### src/rtl/packet_fifo.sv
// Packet-mode synchronous FIFO: words are staged speculatively and become
// visible to the reader only once the packet's last word is committed.
module packet_fifo #(
    parameter int BW     = 8,
    parameter int LGFLEN = 4
) (
    input  logic              i_clk,
    input  logic              i_reset,
    input  logic              i_wr,
    input  logic [BW-1:0]     i_data,
    input  logic              i_last,
    input  logic              i_drop,
    input  logic [LGFLEN:0]   i_afull_thr,
    input  logic [LGFLEN:0]   i_aempty_thr,
    output logic              o_full,
    output logic [LGFLEN:0]   o_wfill,
    output logic              o_afull,
    output logic              o_pkt_dropped,
    input  logic              i_rd,
    output logic [BW-1:0]     o_data,
    output logic              o_last,
    output logic              o_empty,
    output logic [LGFLEN:0]   o_fill,
    output logic              o_aempty,
    output logic [LGFLEN:0]   o_pkt_cnt
);
    localparam int FLEN = 1 << LGFLEN;
    localparam logic [LGFLEN:0] FLEN_W = (LGFLEN+1)'(FLEN);

    logic [LGFLEN:0] wr_spec, wr_commit, rd_ptr, pkt_cnt;
    logic            ovf, pkt_dropped;
    logic [BW:0]     mem [0:FLEN-1];
    logic [BW:0]     head;
    logic            w_wr, w_rd, w_commit, w_autodrop, w_drop, w_ovf_set, w_rd_last;

    assign o_wfill       = wr_spec - rd_ptr;
    assign o_fill        = wr_commit - rd_ptr;
    assign o_full        = (o_wfill == FLEN_W);
    assign o_empty       = (wr_commit == rd_ptr);
    assign o_afull       = (o_wfill >= i_afull_thr);
    assign o_aempty      = (o_fill <= i_aempty_thr);
    assign o_pkt_cnt     = pkt_cnt;
    assign o_pkt_dropped = pkt_dropped;

    assign head   = mem[rd_ptr[LGFLEN-1:0]];
    assign o_data = head[BW-1:0];
    assign o_last = head[BW];

    // A drop also counts as effective when the packet has only lost words
    // (ovf set with nothing staged), so the overflow state is always cleared.
    assign w_drop     = i_drop & ((wr_spec != wr_commit) | ovf);
    assign w_wr       = i_wr & ~o_full & ~i_drop & ~ovf;
    assign w_commit   = w_wr & i_last;
    assign w_autodrop = i_wr & i_last & (ovf | o_full) & ~i_drop;
    assign w_ovf_set  = i_wr & o_full & ~i_drop & ~i_last;
    assign w_rd       = i_rd & ~o_empty;
    assign w_rd_last  = w_rd & head[BW];

    always_ff @(posedge i_clk) begin
        if (w_wr)
            mem[wr_spec[LGFLEN-1:0]] <= {i_last, i_data};
    end

    always_ff @(posedge i_clk) begin
        if (i_reset) begin
            wr_spec     <= '0;
            wr_commit   <= '0;
            rd_ptr      <= '0;
            pkt_cnt     <= '0;
            ovf         <= 1'b0;
            pkt_dropped <= 1'b0;
        end else begin
            if (w_rd)
                rd_ptr <= rd_ptr + 1'b1;
            if (w_drop | w_autodrop) begin
                wr_spec <= wr_commit;
                ovf     <= 1'b0;
            end else begin
                if (w_wr)
                    wr_spec <= wr_spec + 1'b1;
                if (w_ovf_set)
                    ovf <= 1'b1;
            end
            if (w_commit)
                wr_commit <= wr_spec + 1'b1;
            pkt_dropped <= w_drop | w_autodrop;
            // commit and last-word read in the same cycle cancel out
            case ({w_commit, w_rd_last})
                2'b10:   pkt_cnt <= pkt_cnt + 1'b1;
                2'b01:   pkt_cnt <= pkt_cnt - 1'b1;
                default: pkt_cnt <= pkt_cnt;
            endcase
        end
    end
endmodule

### config.mk
export PLATFORM = sky130hd
export DESIGN_NAME = packet_fifo
export DESIGN_NICKNAME = d
export VERILOG_FILES = /design/src/rtl/packet_fifo.sv
export SDC_FILE = /design/constraint.sdc
export NUM_CORES = 1
export LEC_CHECK = 0
export CORE_MARGIN = 1
export CORE_UTILIZATION = 50
export DETAILED_ROUTE_END_ITERATION = 8
export DONT_BUFFER_PORTS = 1
export HOLD_SLACK_MARGIN = 0.03
export PLACE_DENSITY_LB_ADDON = 0.05
export RECOVER_POWER = 50
export SYNTH_ARGS = -nofsm -noshare
export SYNTH_HDL_FRONTEND = slang
export SYNTH_SLANG_ARGS = --single-unit
### constraint.sdc
create_clock -name i_clk -period 4.44 [get_ports i_clk]
set_input_delay 0.888 -clock i_clk [delete_from_list [all_inputs] [get_ports i_clk]]
set_output_delay 0.888 -clock i_clk [all_outputs]
set_load 0.05 [all_outputs]
* Yosys cells after proc, flatten, opt, wreduce, memory -nomap -nowiden *
Memory sizes are Yosys's and may differ from the RTL's. A register that Yosys moved wholly into a read port is not among the register bits.
Cells that the tools add are included.

operators by class
  bitwise logic cells = 21
  $add $sub $neg = 6
  div/mod/pow operators = 0
  shift-type cells = 0
  multipliers = 0
  mux-type cells = 7
  equal/unequal tests = 5
  magnitude comparators = 2
  reduce and logical (&&, ||, !) cells = 3

operators by type and width
  operator               number
  $add A5 B1 Y5 const B  3
  $and A1 B1 Y1          13
  $mux W5                2
  $pmux W5 S2            1
  $sub A5 B5 Y5          2
  $mux W4                2
  $eq A5 B5 Y1           1
  $eq A5 B5 Y1 const B   1
  $ge A5 B5 Y1           1
  $le A5 B5 Y1           1
  $ne A5 B5 Y1           1
  $not A1 Y1             5
  $sub A5 B1 Y5 const B  1
  $reduce_bool A2 Y1     2
  $or A1 B1 Y1           3
  $eq A2 B1 Y1 const B   1
  $eq A2 B2 Y1 const B   1
  $mux W1                2
  $reduce_or A2 Y1       1

storage, ports and cells
  RAM bits = 144
  output and inout port bits = 29
  bits in read-only memories = 0
  word-level logic and storage cells = 51
  memories = 1
  register bits = 22
  bits in latches = 0
  input bits = 24

memories
  name  depth  bits a word  rd ports  clocked after memory_dff  write ports  RTL line  RTL
  mem   16     9            1         1                         1            32        logic [BW:0] mem [0:FLEN-1];

* Logic depth before layout (Yosys ltp) *
Gate-level depths: netlist of run 1.

  depth after elaboration = 9
  mapped depth = 15
  mapped depth without buffers = 15

* Least setup slack after synthesis of run 1 *
No wires, ideal clock.

  kind = register to register
  from = reg wr_spec[0]
  to = reg pkt_cnt[4] (netlist: o_pkt_cnt[4])
  buffers on the path = 0
  cell stages (with the launch flop) = 15
  setup slack = 0.201 ns
  clock period less this slack = 4.239 ns
  setup time = 0.070 ns
  data arrival time = 4.168 ns
  path through = dfxtp_1 inv_1 ha_1 fa_1 xnor2_1 nor3_1 o21ai_0 o211ai_1 ha_1 fa_1 a21o_1 a21oi_1 xor2_1 or3_1 a21oi_1

between the ends
  cells in the longest elaborated chain, start to end = 9
  elaborated cells between the ends (all ways) = 11
  those cells by class = 1 x add/sub; 3 x eq/ne; 1 x mux; 5 x bitwise; 1 x reduce/logical

ends and longest elaborated chain
  item                                               RTL line  RTL
  start, declared                                    30        logic [LGFLEN:0] wr_spec, wr_commit, rd_ptr, pkt_cnt;
  start signal, assigned                             76        wr_spec <= wr_commit;
  start signal, assigned                             80        wr_spec <= wr_spec + 1'b1;
  $sub A5 B5 Y5 *                                    36        assign o_wfill = wr_spec - rd_ptr;
  net o_wfill[2]                                     16        output logic [LGFLEN:0] o_wfill,
  $eq A5 B5 Y1 *                                     38        assign o_full = (o_wfill == FLEN_W);
  $not A1 Y1 *                                       52        assign w_wr = i_wr & ~o_full & ~i_drop & ~ovf;
  $and A1 B1 Y1 * (3 in a row)                       52
  $and A1 B1 Y1 *                                    53        assign w_commit = w_wr & i_last;
  $eq A2 B1 Y1 or $eq A2 B2 Y1 (tied branches)       88        case ({w_commit, w_rd_last})
  $pmux W5 S2 or $reduce_bool A2 Y1 (tied branches)  --
  end signal, assigned                               89        2'b10: pkt_cnt <= pkt_cnt + 1'b1;
  end signal, assigned                               90        2'b01: pkt_cnt <= pkt_cnt - 1'b1;
  end signal, assigned                               91        default: pkt_cnt <= pkt_cnt;
  end, declared                                      30

Mark *: on every way through the listed nets, which the timed path passes. The rest lies on a longest branch.
A chain may end at the register's enable or synchronous reset.

* Worst setup path in the final report of run 1 *
  from = reg rd_ptr[0]
  to = out o_aempty

between the ends
  cells in the longest elaborated chain, start to end = 2

ends and longest elaborated chain
  item                    RTL line  RTL
  start, declared         30
  start signal, assigned  74        rd_ptr <= rd_ptr + 1'b1;
  $sub A5 B5 Y5           37        assign o_fill = wr_commit - rd_ptr;
  $le A5 B5 Y1            41        assign o_aempty = (o_fill <= i_aempty_thr);
  end, declared           24        output logic o_aempty,

No other way between the ends.

==> flow_metrics.tcl, run 1 <==
set metrics [dict create \
    cts_buffer_depth 2 \
    min_period_ns 4.13 \
    clock_skew_ns 0.00834 \
    pwr-share-comb_pct 35.9 \
    cts_hold_buf 0 \
    hold_violations 0 \
    postRouteAntennaNets 0 \
    worst-path-max-fanout 5 \
    ys.flop_type "edfxtp_1" \
    path_clk_slew_ns 0.06 \
    core_mm2 0.0145 \
    synth_nets 488 \
    p_per_area_mw_per_mm2 669 \
    rsz0062_at_grt "false" \
    critical_path_arrival_ns 3.24 \
    grt_antenna_before_repair 0 \
    ff_latch_area_mm2 0.00485 \
    ir_worst_vdd_mv 0.565 \
    final_common_cell "edfxtp_1" \
    drcViolationCount 0 \
    avgViaCountPerCell 5.76 \
    final.setup.tns_ns 0 \
    syn2layout_area_growth_pct 12.3 \
    drive_gt1_share_pct 20.4 \
    clkPwrFrac_pct 28.4 \
    diodes 0 \
    leakage_nw 2.89 \
    drt_iter0_drc 232 \
    place_hpwl_um 9530 \
    cts_tree "done" \
    synth-seq-cells 170 \
    fin_nets 507 \
    hp-class "primary input to flop" \
    p_sw_w 0.00202 \
    synth_seq_area_share_pct 65.5 \
    routedWlPerCell_um 23.2 \
    start_util_pct 51.1 \
    seq_power_share_pct 35.8 \
    netlist_instances 434 \
    cts_setup_buffers 0 \
    status "finished, final reports clean" \
    synth_area_mm2 0.00740 \
    cts_max_level 4 \
    cts-root-buf "clkbuf_16" \
    cts-resized-gates 0 \
    cts_buffers 17 \
    p_sw_share_pct 36.3 \
    ios 53 \
    worstSkewPairLatency_ns 0.42 \
    die_w_um 124 \
    wl_um 15100 \
    multi_input_area_mm2 0.00239 \
    p_int_w 0.00354 \
    avgSynthCellArea_um2 17.0 \
    drv_slew 0 \
    grt_pass1_vias 3875 \
    synthArstFlopShare_pct 0 \
    cts.sink_count 170 \
    grt_pass1_wl_um 22700 \
    drtPass1Iterations 4 \
    synth-edff-count 144 \
    maxCapViolations 0 \
    synth_cell_types 42 \
    slew_headroom_pct 41.8 \
    setup_viol 0 \
    grt_max_degree 33 \
    die-area_mm2 0.0153 \
    place_congestion 0.829 \
    grt-ovfl-total 0 \
    synth-warning-count 0 \
    fmax_mhz 242 \
    worstSetupPathType "flop to output port" \
    required_ns 3.55 \
    power.total_w 0.00556 \
    num_rows 44 \
    end_kind "output port" \
    io_buffers 0 \
    vias 3742 \
    grt.total_usage_pct 21.7 \
    startpoint_type "flop" \
    period_share_pct 93.0 \
    fill_cells 1131 \
    die_y_um 124 \
    worst_pin_slew_ns 0.873 \
    most-common-layout-cells "edfxtp_1 (144), mux4_2 (45), ha_1 (27), dfxtp_1 (25), nor2_1 (22)" \
]
-- power by group through the flow --
stage	Sequential, W	Clock, W	Combinational (W)
floorplan	0.00197	0	0.00167
global placement	0.00202	0	0.00201
detailed placement	0.00202	0	0.00203
CTS	0.00199	0.00160	0.00203
global route	0.00200	0.00166	0.00218
finish	0.00199	0.00158	0.00199
-- sequential cells by signal (all words and copies together), names as in the netlist, named ones only --
name / count
wr_commit: 5
wr_spec: 5
o_pkt_dropped: 1
o_pkt_cnt: 5
mem: 144
ovf: 1
rd_ptr: 5
-- synth_stat cells, types with 3 or more instances --
library cell	number	area share (%)
nand3_1	3	0.20
o31ai_1	5	0.51
nor2_1	22	1.1
fa_1	3	0.81
nand2_1	5	0.25
nand2b_1	5	0.42
inv_1	21	1.1
and2_1	3	0.25
nor3_1	4	0.27
dfxtp_1	26	7.0
and3_1	14	1.2
edfxtp_1	144	58
buf_2	4	0.27
clkbuf_1	11	0.56
o21ai_0	4	0.27
ha_1	27	4.6
nor2b_1	7	0.59
o211ai_1	3	0.30
xnor2_1	12	1.4
mux4_2	45	14
mux2i_1	4	0.54
xor2_1	13	1.5
a21oi_1	21	1.4
a21o_1	5	0.51
-- critical path, stage by stage, from the launching register on --
cell and delay, ns:
dfxtp_1 0.45, ha_1 0.19, inv_1 0.06, fa_1 0.39, xor2_1 0.16, clkbuf_1 0.51, ha_1 0.36, o21ai_0 0.08
nand2b_1 0.07, a21oi_1 0.15, nor2b_1 0.06, o22ai_1 0.13, buf_4 0.22
-- kinds of logic after synthesis --
logic type / count (synthesis) / synth area share (%)
flops: 170 / 65.5
mux: 49 / 14.2
compound gates: 46 / 4.13
buf+inv: 40 / 2.20
fa+ha+maj: 30 / 5.38
xor+xnor: 27 / 3.40
simple gates: 72 / 5.14
-- stage by stage --
step                      hold WS, ns  setup slack (ns)  instance area, µm²  utilization (%)  std cells
after floorplan                 0.482             0.201                7400                -        434
after global placement          0.538             0.712                7680             53.1        618
after detailed placement        0.536             0.577                7680             53.1        618
after CTS                       0.516             0.208                8320             57.4        650
after global routing            0.517            0.0696                8300             57.4        650
final                           0.530             0.310                8300             57.4        650
-- metal layers --
layer	part of all wire [%]	routed length, µm	global-route usage (%)
met1	41	6170	26.5
met5	0	0	0
met4	1.2	176	6.55
met2	53	8030	38.4
met3	4.7	703	4.49
-- final cells by class --
cell class / count / area share [%]
Clock buffer: 20 / 5.26
Clock inverter: 12 / 2.38
Inverter: 22 / 0.994
Multi-Input combinational cell: 224 / 28.8
Sequential cell: 170 / 58.4
Tap cell: 184 / 2.77
Timing Repair Buffer: 18 / 1.45
-- final timing paths --
path                      from           end  slack (ns)  depth (start not counted)
setup / recovery     rd_ptr[0]      o_aempty        0.31                         12
hold / removal         i_reset          flop        0.53                          1
setup reg to reg     rd_ptr[1]  o_pkt_cnt[4]        0.55                         14
hold reg to reg   wr_commit[4]  wr_commit[4]        0.55                          2
(Power assumes the default switching activity.)
==> inputs of run 2 (changes only) <==
--- a/config.mk
+++ b/config.mk
@@ -7,6 +7,7 @@
 export LEC_CHECK = 0
 export CORE_MARGIN = 1
 export CORE_UTILIZATION = 50
+export CTS_CLUSTER_DIAMETER = 50
 export DETAILED_ROUTE_END_ITERATION = 8
 export DONT_BUFFER_PORTS = 1
 export HOLD_SLACK_MARGIN = 0.03
==> results of run 2 <==
The final DEF is identical to that of run 1; final timing and power are the same.
